<file path="config.mk">
export PLATFORM = sky130hd
export DESIGN_NAME = elevator_sim_fsm_flat
export DESIGN_NICKNAME = d
export VERILOG_FILES = /design/src/rtl/elevator_pkg.sv /design/src/rtl/elevator_sim_fsm_if.sv /design/src/rtl/elevator_dwell_timer.sv /design/src/rtl/elevator_sim_fsm.sv /design/src/flat_wrapper.sv
export SDC_FILE = /design/constraint.sdc
export NUM_CORES = 1
export LEC_CHECK = 0
export CELL_PAD_IN_SITES_DETAIL_PLACEMENT = 0
export CELL_PAD_IN_SITES_GLOBAL_PLACEMENT = 1
export CORE_ASPECT_RATIO = 1.25
export CORE_MARGIN = 2
export CORE_UTILIZATION = 50
export DETAILED_ROUTE_END_ITERATION = 8
export DONT_BUFFER_PORTS = 1
export MAX_ROUTING_LAYER = met4
export PLACE_DENSITY = 0.88
export SYNTH_ARGS = -nofsm -noshare
export SYNTH_HDL_FRONTEND = slang
export SYNTH_SLANG_ARGS = --single-unit
</file>
<file path="constraint.sdc">
create_clock -name clk -period 4.5 [get_ports clk]
set_input_delay 0.9 -clock clk [delete_from_list [all_inputs] [get_ports clk]]
set_output_delay 0.9 -clock clk [all_outputs]
set_load 0.02 [all_outputs]
</file>
<file path="src/rtl/elevator_pkg.sv">
// ------------------------------------------------------------------
// elevator_pkg : shared state/direction types for the elevator engine
// Rev 1.0
// ------------------------------------------------------------------
`default_nettype none

package elevator_pkg;

  localparam int MAX_FLOORS = 8;
  localparam int FLOOR_W    = 3;

  typedef enum logic [1:0] {
    IDLE        = 2'b00,
    MOVING_UP   = 2'b01,
    MOVING_DOWN = 2'b10,
    DOORS_OPEN  = 2'b11
  } sim_state_t;

  typedef enum logic {
    UP   = 1'b0,
    DOWN = 1'b1
  } dir_t;

endpackage

`default_nettype wire

</file>
<file path="src/rtl/elevator_sim_fsm_if.sv">
// ------------------------------------------------------------------
// elevator_sim_fsm_if : call/tick inputs and display-facing outputs
// Rev 1.0 -- estop member present only with ELEVATOR_ESTOP_EN
// ------------------------------------------------------------------
`default_nettype none

interface elevator_sim_fsm_if #(
  parameter int NUM_FLOORS = 8
);
  logic                  tick;
  logic [NUM_FLOORS-1:0] call_req;
  logic [1:0]            sim_state;
  logic [NUM_FLOORS-1:0] destination;
  logic [2:0]            current_floor;
`ifdef ELEVATOR_ESTOP_EN
  logic                  estop;
`endif

  modport master (
    output tick, call_req,
`ifdef ELEVATOR_ESTOP_EN
    output estop,
`endif
    input  sim_state, destination, current_floor
  );

  modport slave (
    input  tick, call_req,
`ifdef ELEVATOR_ESTOP_EN
    input  estop,
`endif
    output sim_state, destination, current_floor
  );
endinterface

`default_nettype wire

</file>
<file path="src/rtl/elevator_dwell_timer.sv">
// ------------------------------------------------------------------
// elevator_dwell_timer : tick counter, pulses done on the limit-th tick
// Rev 1.0
// ------------------------------------------------------------------
`default_nettype none

module elevator_dwell_timer #(
  parameter int TIMER_W = 4
) (
  input  wire logic               clk,
  input  wire logic               rst_n,
  input  wire logic               clear,
  input  wire logic               tick,
  input  wire logic [TIMER_W-1:0] limit,
  output logic                    done
);

  logic [TIMER_W-1:0] count_q, count_d;
  logic               at_limit;

  assign at_limit = (count_q == limit - 1'b1);
  assign done     = tick & ~clear & at_limit;

  always_comb begin
    count_d = count_q;
    if (clear) begin
      count_d = '0;
    end else if (tick) begin
      count_d = at_limit ? '0 : count_q + 1'b1;
    end
  end

  always_ff @(posedge clk or negedge rst_n) begin
    if (!rst_n) count_q <= '0;
    else        count_q <= count_d;
  end

endmodule

`default_nettype wire

</file>
<file path="src/rtl/elevator_sim_fsm.sv">
// ------------------------------------------------------------------
// elevator_sim_fsm : SCAN elevator engine feeding vgaController
// Rev 1.0 -- optional emergency stop via ELEVATOR_ESTOP_EN
// ------------------------------------------------------------------
`default_nettype none

module elevator_sim_fsm
  import elevator_pkg::*;
#(
  parameter int NUM_FLOORS  = 8,
  parameter int FLOOR_TICKS = 4,
  parameter int DOOR_TICKS  = 6,
  parameter int TIMER_W     = 4
) (
  input wire logic          clk,
  input wire logic          rst_n,
  elevator_sim_fsm_if.slave bus
);

  sim_state_t            state_q, state_d;
  dir_t                  dir_q, dir_d;
  logic [FLOOR_W-1:0]    floor_q, floor_d;
  logic [NUM_FLOORS-1:0] dest_q, dest_d;

  logic [NUM_FLOORS-1:0] floor_oh, above_mask, below_mask, clear_mask;
  logic                  above, below, here, next_up_pend, next_dn_pend;
  logic                  at_top, at_bottom, estop;
  logic                  timer_clear, timer_done;
  logic [TIMER_W-1:0]    timer_limit;

`ifdef ELEVATOR_ESTOP_EN
  assign estop = bus.estop;
`else
  assign estop = 1'b0;
`endif

  always_comb begin
    floor_oh   = '0;
    above_mask = '0;
    below_mask = '0;
    for (int i = 0; i < NUM_FLOORS; i++) begin
      floor_oh[i]   = (i == int'(floor_q));
      above_mask[i] = (i >  int'(floor_q));
      below_mask[i] = (i <  int'(floor_q));
    end
  end

  assign above        = |(dest_q & above_mask);
  assign below        = |(dest_q & below_mask);
  assign here         = |(dest_q & floor_oh);
  assign next_up_pend = |(dest_q & (floor_oh << 1));
  assign next_dn_pend = |(dest_q & (floor_oh >> 1));
  assign at_top       = (int'(floor_q) == NUM_FLOORS - 1);
  assign at_bottom    = (floor_q == '0);
  assign clear_mask   = (state_q == DOORS_OPEN) ? floor_oh : '0;

  // IDLE holds the timer at zero so every departure starts a fresh count.
  assign timer_clear = (state_q == IDLE) || estop;
  assign timer_limit = (state_q == DOORS_OPEN) ? TIMER_W'(DOOR_TICKS)
                                               : TIMER_W'(FLOOR_TICKS);

  elevator_dwell_timer #(
    .TIMER_W (TIMER_W)
  ) u_dwell_timer (
    .clk   (clk),
    .rst_n (rst_n),
    .clear (timer_clear),
    .tick  (bus.tick),
    .limit (timer_limit),
    .done  (timer_done)
  );

  always_comb begin
    state_d = state_q;
    dir_d   = dir_q;
    floor_d = floor_q;
    dest_d  = (dest_q | bus.call_req) & ~clear_mask;

    unique case (state_q)
      IDLE: begin
        if (here) begin
          state_d = DOORS_OPEN;
        end else if (above) begin
          state_d = MOVING_UP;
          dir_d   = UP;
        end else if (below) begin
          state_d = MOVING_DOWN;
          dir_d   = DOWN;
        end
      end
      // Stop decisions look at dest_q, so a call landing on the arrival clk is not served yet.
      MOVING_UP: begin
        if (timer_done) begin
          if (at_top) begin
            state_d = IDLE;
          end else begin
            floor_d = floor_q + 1'b1;
            if (next_up_pend) state_d = DOORS_OPEN;
          end
        end
      end
      MOVING_DOWN: begin
        if (timer_done) begin
          if (at_bottom) begin
            state_d = IDLE;
          end else begin
            floor_d = floor_q - 1'b1;
            if (next_dn_pend) state_d = DOORS_OPEN;
          end
        end
      end
      DOORS_OPEN: begin
        if (timer_done) begin
          state_d = IDLE;
          if (dir_q == UP && above) begin
            state_d = MOVING_UP;
          end else if (dir_q == DOWN && below) begin
            state_d = MOVING_DOWN;
          end else if (below) begin
            state_d = MOVING_DOWN;
            dir_d   = DOWN;
          end else if (above) begin
            state_d = MOVING_UP;
            dir_d   = UP;
          end
        end
      end
      default: state_d = IDLE;
    endcase

    if (estop) begin
      state_d = IDLE;
      dir_d   = dir_q;
      floor_d = floor_q;
      dest_d  = '0;
    end
  end

  always_ff @(posedge clk or negedge rst_n) begin
    if (!rst_n) begin
      state_q <= IDLE;
      dir_q   <= UP;
      floor_q <= '0;
      dest_q  <= '0;
    end else begin
      state_q <= state_d;
      dir_q   <= dir_d;
      floor_q <= floor_d;
      dest_q  <= dest_d;
    end
  end

  assign bus.sim_state     = state_q;
  assign bus.destination   = dest_q;
  assign bus.current_floor = floor_q;

endmodule

`default_nettype wire

</file>
<file path="src/flat_wrapper.sv">
// flat-port wrapper written by rule: the top's interface ports become plain ports
module elevator_sim_fsm_flat import elevator_pkg::*;
#(
  parameter int NUM_FLOORS  = 8,
  parameter int FLOOR_TICKS = 4,
  parameter int DOOR_TICKS  = 6,
  parameter int TIMER_W     = 4
)
  (clk, rst_n, bus_tick, bus_call_req, bus_sim_state, bus_destination, bus_current_floor);
  elevator_sim_fsm_if #(.NUM_FLOORS(NUM_FLOORS)) bus_i ();
  input wire logic clk;
  input wire logic rst_n;
  input wire logic [$bits(bus_i.tick)-1:0] bus_tick;
  input wire logic [$bits(bus_i.call_req)-1:0] bus_call_req;
  output wire logic [$bits(bus_i.sim_state)-1:0] bus_sim_state;
  output wire logic [$bits(bus_i.destination)-1:0] bus_destination;
  output wire logic [$bits(bus_i.current_floor)-1:0] bus_current_floor;
  assign bus_i.tick = bus_tick;
  assign bus_i.call_req = bus_call_req;
  assign bus_sim_state = bus_i.sim_state;
  assign bus_destination = bus_i.destination;
  assign bus_current_floor = bus_i.current_floor;
  elevator_sim_fsm #(.NUM_FLOORS(NUM_FLOORS), .FLOOR_TICKS(FLOOR_TICKS), .DOOR_TICKS(DOOR_TICKS), .TIMER_W(TIMER_W)) u_core (.clk(clk), .rst_n(rst_n), .bus(bus_i));
endmodule
</file>
==> results by group, run 1 <==
CTS
  – H-tree depth: 1
  – Bufs on Longest Clock Path: 2
  – TritonCTS Buffers: 3
  – Post-cts resize count: 0
  – Clock edge transition at the registers on the reported setup and hold paths: 0.10 ns
  – CTS Hold Bufs: 0
  – Setup Buffers After CTS: 0
  – Clk sinks: 18
  – CTS tree: yes
  – Clock Tree Root: clkbuf_4
  – Skew-Pair Late Insertion Delay: 0.29 ns

Yosys
  – Post-synthesis xor/xnor area fraction: 2.484%
  – Post-Synth Adder-Cell Area: 7.098%
  – Unique masters post-synth: 50
  – Main flop type after synthesis: dfrtp_1
  – Post-synthesis mux area share: 2.130%
  – Compound-Gate Fraction of Synth Area: 27.77%
  – Synth warnings: 0
  – Post-synthesis simple-gate area fraction: 23.78%
  – Ys async rst share: 100.0%
  – EDFF count, synth: 0
  – Synth Cell Area: 1410 um2
  – Largest family of logic cells by synthesized area: compound AO/OA/AOI/OAI gates
  – Gate Count Post-Synth: 163
  – Mapped Nets: 182
  – Synth Register Bits: 18
  – Syn_area_per_cell: 8.651 um2
  – Sequential area share after synthesis: 31.94%

Pwr
  – Worst vdd ir: 0.3509 mV
  – Leakage: 0.5350 nW
  – Combinational Power Share: 51.5%
  – Tot Pwr: 1.074 mW
  – Psw: 581.4 uW
  – Register share of total power: 40.8%
  – Sw Share: 54.15%
  – Clk pwr share: 7.7%
  – Pwr/cell area: 744.9 nW/um2
  – P_int: 492.2 uW

Timing
  – Post-Route Skew: 0.003670 ns
  – WHS: 0.2819 ns
  – Final Hold Fails: 0
  – Slew @ Worst Pin: 0.8537 ns
  – Setup violators final: 0
  – Final Max Tran Viols: 0
  – Crit path time final: 2.447 ns
  – Fin Setup TNS: 0 ns
  – Final period utilization: 54.37%
  – Fmax: 0.4087 GHz
  – Slew headroom: 43.09%
  – RSZ-0062 raised after global routing: no

Global routing
  – Largest net degree at the start of global routing: 22
  – Overflow after GRT: 0
  – GRT Overall Usage: 25.17%
  – First-pass GRT wire length: 6.120 mm
  – Vias in the first global route: 1319
  – Initial antenna violation count: 0

Floorplanning
  – Die height: 63.38 um
  – Core Rows: 21
  – Core area: 2680 um2
  – Die Area: 3264 um2
  – Initial Util: 52.61%
  – Horiz. Die Dim: 51.50 um
  – Ports: 24

Drt
  – DRC violations left: 0
  – Routed len/inst: 18.78 um
  – Drt initial violations: 47
  – Via Count: 1281
  – Vias/cell: 6.603
  – Drt pass-1 iters: 4
  – WL final: 3.644 mm
  – Antenna Nets Post-Route: 0

Final layout
  – NumNets Final: 181
  – Most frequent cells in the layout: dfrtp_1, a21oi_1, nor2_1
  – Most common cell after layout, fill and taps aside: dfrtp_1
  – Non-filler cells, final: 194
  – Share of layout cells above drive strength 1: 7.500%
  – Number of diodes: 0
  – Area grow syn2layout: 2.218%

Critical path
  – CP max FO: 21
  – CP Capture Point: u_core.bus.sim_state[1]
  – Critical path startpoint category: flop
  – Critical R2R Capture: u_core.bus.sim_state[1]
  – Setup slack, reg-to-reg: 2.05 ns
  – WP data required: 4.72 ns
  – R2R Path Start: u_core.bus.current_floor[2]
  – Worst Setup SP: u_core.bus.current_floor[2]
  – Setup CP Type: reg -> reg
  – Critical path arrival: 2.66 ns
  – Max stage delay on crit path: 0.92 ns
  – CP max stage cell: dfrtp_1
  – Crit-path cells: ha_1 > nor2b_1 > a41oi_1 > o2111ai_1 > o221a_2 > o211ai_1
  – R2r worst-path depth: 6
  – CP endpoint kind: flop

Outcome
  – Outcome: complete, no violations

Placement
  – DP Wirelength: 2.692 mm
  – DP Cell Count: 191
  – Routability cong.: 0.9799
  – Port bufs: 0

Hold path
  – Hold/Removal Path Class: in -> async

Run
  – MaxCap Viol Count: 0
## synth_stat cells (2+ instances only)
master,count,area [um2]
a21oi_1,17,85.08
a22oi_1,2,15.01
a31oi_1,4,25.02
a41oi_1,2,17.52
buf_2,3,15.01
buf_4,2,15.01
dfrtp_1,18,450.4
ha_1,8,100.1
inv_1,6,22.52
inv_2,3,11.26
mux2i_1,3,30.03
nand2_1,12,45.04
nand2b_1,4,25.02
nand3_1,3,15.01
nand4_1,2,12.51
nand4b_1,4,35.03
nand4bb_1,2,22.52
nor2_1,15,56.30
nor2_2,2,12.51
nor2b_1,4,25.02
o2111ai_1,2,17.52
o211ai_1,4,30.03
o21ai_0,6,30.03
o21ai_1,2,10.01
o21bai_1,2,15.01
o221ai_1,2,17.52
o22a_1,2,17.52
o22ai_1,3,18.77
xnor2_1,3,26.28
## worst min-delay path by stage
| stage | start | to | slack [ns] | depth (start not counted) |
|---|---|---|---|---|
| floorplan | u_core.u_dwell_timer.count_q[3] | u_core.u_dwell_timer.count_q[3] | 0.53 | 2 |
| global placement | u_core.u_dwell_timer.count_q[3] | u_core.u_dwell_timer.count_q[3] | 0.57 | 2 |
| detailed placement | u_core.u_dwell_timer.count_q[3] | u_core.u_dwell_timer.count_q[3] | 0.57 | 2 |
| CTS | rst_n | u_core.bus.destination[4] | 0.29 | 0 |
| global route | rst_n | u_core.bus.current_floor[2] | 0.27 | 0 |
| finish | rst_n | u_core.bus.current_floor[2] | 0.28 | 0 |
## flip-flops by register name (all words and copies together) (netlist names)
| register | cells |
|---|---|
| u_core.bus.destination | 8 |
| u_core.u_dwell_timer.count_q | 4 |
| u_core.bus.current_floor | 3 |
| u_core.bus.sim_state | 2 |
| u_core.dir_q | 1 |
## power groups by stage
stage | Combinational [mW] | Sequential [mW] | Clock (mW)
3_3_place_gp | 0.531 | 0.436 | 0
5_1_grt | 0.617 | 0.457 | 0.0890
3_5_place_dp | 0.542 | 0.440 | 0
2_1_floorplan | 0.505 | 0.349 | 0
4_1_cts | 0.545 | 0.436 | 0.0809
6_report | 0.553 | 0.438 | 0.0822
## critical path, delay by kind of cell (launching register included)
kind	cells	cell delay, ns
AOI/OAI and AO/OA	4	0.98
adders and majority gates	1	0.40
DFF	1	0.92
and+or+nand+nor	1	0.07
## layout make-up
| cell class | instances | area [um2] |
|---|---|---|
| flip-flops and latches | 18 | 450.4 |
| well taps | 34 | 42.54 |
| inverters | 9 | 33.78 |
| clock buffers | 3 | 22.52 |
| multi-input cells | 130 | 892.1 |
| fillers | 272 | 1239 |
## layer usage
layer	global-route usage [%]	vias to the layer above	part of all wire (%)
li1	-	610	-
met1	30.27	601	42
met2	41.67	58	50
met3	3.555	12	5.1
met4	10.20	0	2.9
met5	-	-	0
## through the flow
stage	util (%)	setup slack (ns)	area, um2
after floorplan	-	2.483	1410
after global placement	52.94	2.208	1419
after detailed placement	52.94	2.110	1419
after CTS	53.78	2.079	1441
after global routing	53.78	1.873	1441
final	53.78	2.053	1441
## cells by family after synthesis
| logic type | Yosys count |
|---|---|
| multiplexers | 3 |
| XOR/XNOR | 4 |
| adder cells (fa/ha/maj) | 8 |
| AO/OA/AOI/OAI | 58 |
| buffers and inverters | 15 |
| flip-flops | 18 |
| AND/OR/NAND/NOR | 57 |
Power figures use the tool's default switching activity.
==> run 2, diff against run 1 <==
--- a/config.mk
+++ b/config.mk
@@ -9,11 +9,11 @@
 export CELL_PAD_IN_SITES_GLOBAL_PLACEMENT = 1
 export CORE_ASPECT_RATIO = 1.25
 export CORE_MARGIN = 2
-export CORE_UTILIZATION = 50
+export CORE_UTILIZATION = 47
 export DETAILED_ROUTE_END_ITERATION = 8
 export DONT_BUFFER_PORTS = 1
 export MAX_ROUTING_LAYER = met4
-export PLACE_DENSITY = 0.88
+export PLACE_DENSITY = 0.83
 export SYNTH_ARGS = -nofsm -noshare
 export SYNTH_HDL_FRONTEND = slang
 export SYNTH_SLANG_ARGS = --single-unit
==> constraint.sdc (replaced) <==
create_clock -name clk -period 2.46 [get_ports clk]
set_input_delay 0.492 -clock clk [delete_from_list [all_inputs] [get_ports clk]]
set_output_delay 0.492 -clock clk [all_outputs]
set_load 0.02 [all_outputs]
==> results by group, run 2 (synthesis results as in run 1) <==
Outcome
  – Outcome: complete, no violations

Critical path
  – R2R Path Start: u_core.bus.current_floor[1]
  – CP max FO: 12
  – Worst Setup SP: u_core.bus.current_floor[1]
  – R2r worst-path depth: 7
  – Critical path arrival: 2.45 ns
  – Critical R2R Capture: u_core.bus.sim_state[1]
  – Setup slack, reg-to-reg: 0.25 ns
  – WP data required: 2.69 ns
  – CP endpoint kind: flop
  – CP Capture Point: u_core.bus.sim_state[1]
  – Critical path startpoint category: flop
  – Setup CP Type: reg -> reg

Drt
  – Routed len/inst: 18.13 um
  – DRC violations left: 0
  – WL final: 3.681 mm
  – Drt pass-1 iters: 5
  – Antenna Nets Post-Route: 0
  – Vias/cell: 6.557
  – Via Count: 1331
  – Drt initial violations: 42

Timing
  – Slew @ Worst Pin: 0.8469 ns
  – Post-Route Skew: 0.002215 ns
  – Final Hold Fails: 0
  – Final Max Tran Viols: 0
  – WHS: 0.3141 ns
  – Fmax: 0.4519 GHz
  – Fin Setup TNS: 0 ns
  – Crit path time final: 2.213 ns
  – RSZ-0062 raised after global routing: no
  – Setup violators final: 0
  – Slew headroom: 43.36%
  – Final period utilization: 89.95%

Final layout
  – NumNets Final: 187
  – Most frequent cells in the layout: a21oi_1, dfrtp_1, nor2_1
  – Share of layout cells above drive strength 1: 11.98%
  – Max FFs per register: 8
  – Area grow syn2layout: 6.921%
  – Number of diodes: 0
  – Non-filler cells, final: 203
  – Most common cell after layout, fill and taps aside: a21oi_1
  – Number of fill cells: 275

Placement
  – DP Wirelength: 2.779 mm
  – Routability cong.: 0.8880
  – Port bufs: 0
  – DP Cell Count: 198

CTS
  – Clock edge transition at the registers on the reported setup and hold paths: 0.11 ns
  – TritonCTS Buffers: 3
  – CTS tree: yes
  – Skew-Pair Late Insertion Delay: 0.31 ns
  – Setup Buffers After CTS: 0
  – Clk sinks: 18
  – Bufs on Longest Clock Path: 2
  – Clock Tree Root: clkbuf_4
  – H-tree depth: 1

Global routing
  – Initial antenna violation count: 0
  – Vias in the first global route: 1372
  – First-pass GRT wire length: 6.327 mm
  – Largest net degree at the start of global routing: 19
  – GRT Overall Usage: 24.90%
  – Overflow after GRT: 0

Floorplanning
  – Initial Util: 48.79%
  – Horiz. Die Dim: 52.99 um
  – Die Area: 3457 um2
  – Core Rows: 22
  – Ports: 24
  – Die height: 65.24 um
  – Core area: 2890 um2

Hold path
  – Hold/Removal Path Class: in -> reg

Pwr
  – Worst vdd ir: 0.7474 mV
  – Pwr/cell area: 1362 nW/um2
  – Leakage: 0.5690 nW

Run
  – MaxCap Viol Count: 0
-- run 2: how the worst min path moves through the flow --
stage                          from                     endpoint  slack (ns)  depth (start not counted)
finish              bus_call_req[0]    u_core.bus.destination[0]        0.31                          1
global route        bus_call_req[0]    u_core.bus.destination[0]        0.32                          1
CTS                 bus_call_req[0]    u_core.bus.destination[0]        0.32                          1
detailed placement            rst_n    u_core.bus.destination[3]        0.20                          0
global placement              rst_n  u_core.bus.current_floor[1]        0.20                          0
floorplan                     rst_n  u_core.bus.current_floor[0]        0.20                          0
-- run 2: worst max-delay path: stages (launching register included) --
cell and delay (ns):
dfrtp_2 0.51, ha_1 0.24, ha_1 0.29, nor2b_1 0.07
a41oi_1 0.32, o2111ai_1 0.22, o221a_2 0.33, o211ai_1 0.17
-- run 2: cell type report --
type | instances | area (um2) | share of cell area [%]
repair buffers | 6 | 47.55 | 3.154
inverters | 9 | 33.78 | 2.241
well taps | 36 | 45.04 | 2.988
flip-flops and latches | 18 | 452.9 | 30.04
clock buffers | 4 | 36.28 | 2.407
multi-input cells | 130 | 892.1 | 59.17
-- run 2: what timing repair did --
action	in CTS	in global routing
gates resized for setup	0	2
hold buffers	1	0
endpoints found under the hold margin	18	0
setup endpoints to repair	0	2
-- run 2: routing by layer --
metal / wire (um) / global-route usage, % / vias to the layer above
li1: - / - / 620
met2: 1952 / 43.28 / 46
met4: 65 / 10.58 / 0
met3: 166 / 4.091 / 7
met1: 1496 / 27.59 / 658
met5: 0 / - / -
-- run 2: per-stage QoR --
stage	area, um2	worst slack [ns]	utilization (%)	power, mW
floorplan	1410	0.4425	-	1.562
global placement	1459	0.2009	50.48	1.827
detailed placement	1459	0.1737	50.48	1.842
CTS	1505	0.1258	52.08	2.045
global route	1508	0.02437	52.16	2.231
finish	1508	0.2472	52.16	2.054
-- run 2: power breakdown --
part | switching [mW] | internal [mW] | total [mW]
Combinational | 0.648 | 0.482 | 1.13
Sequential | 0.323 | 0.408 | 0.731
Clock | 0.102 | 0.0904 | 0.192
Total | 1.07 | 0.980 | 2.05
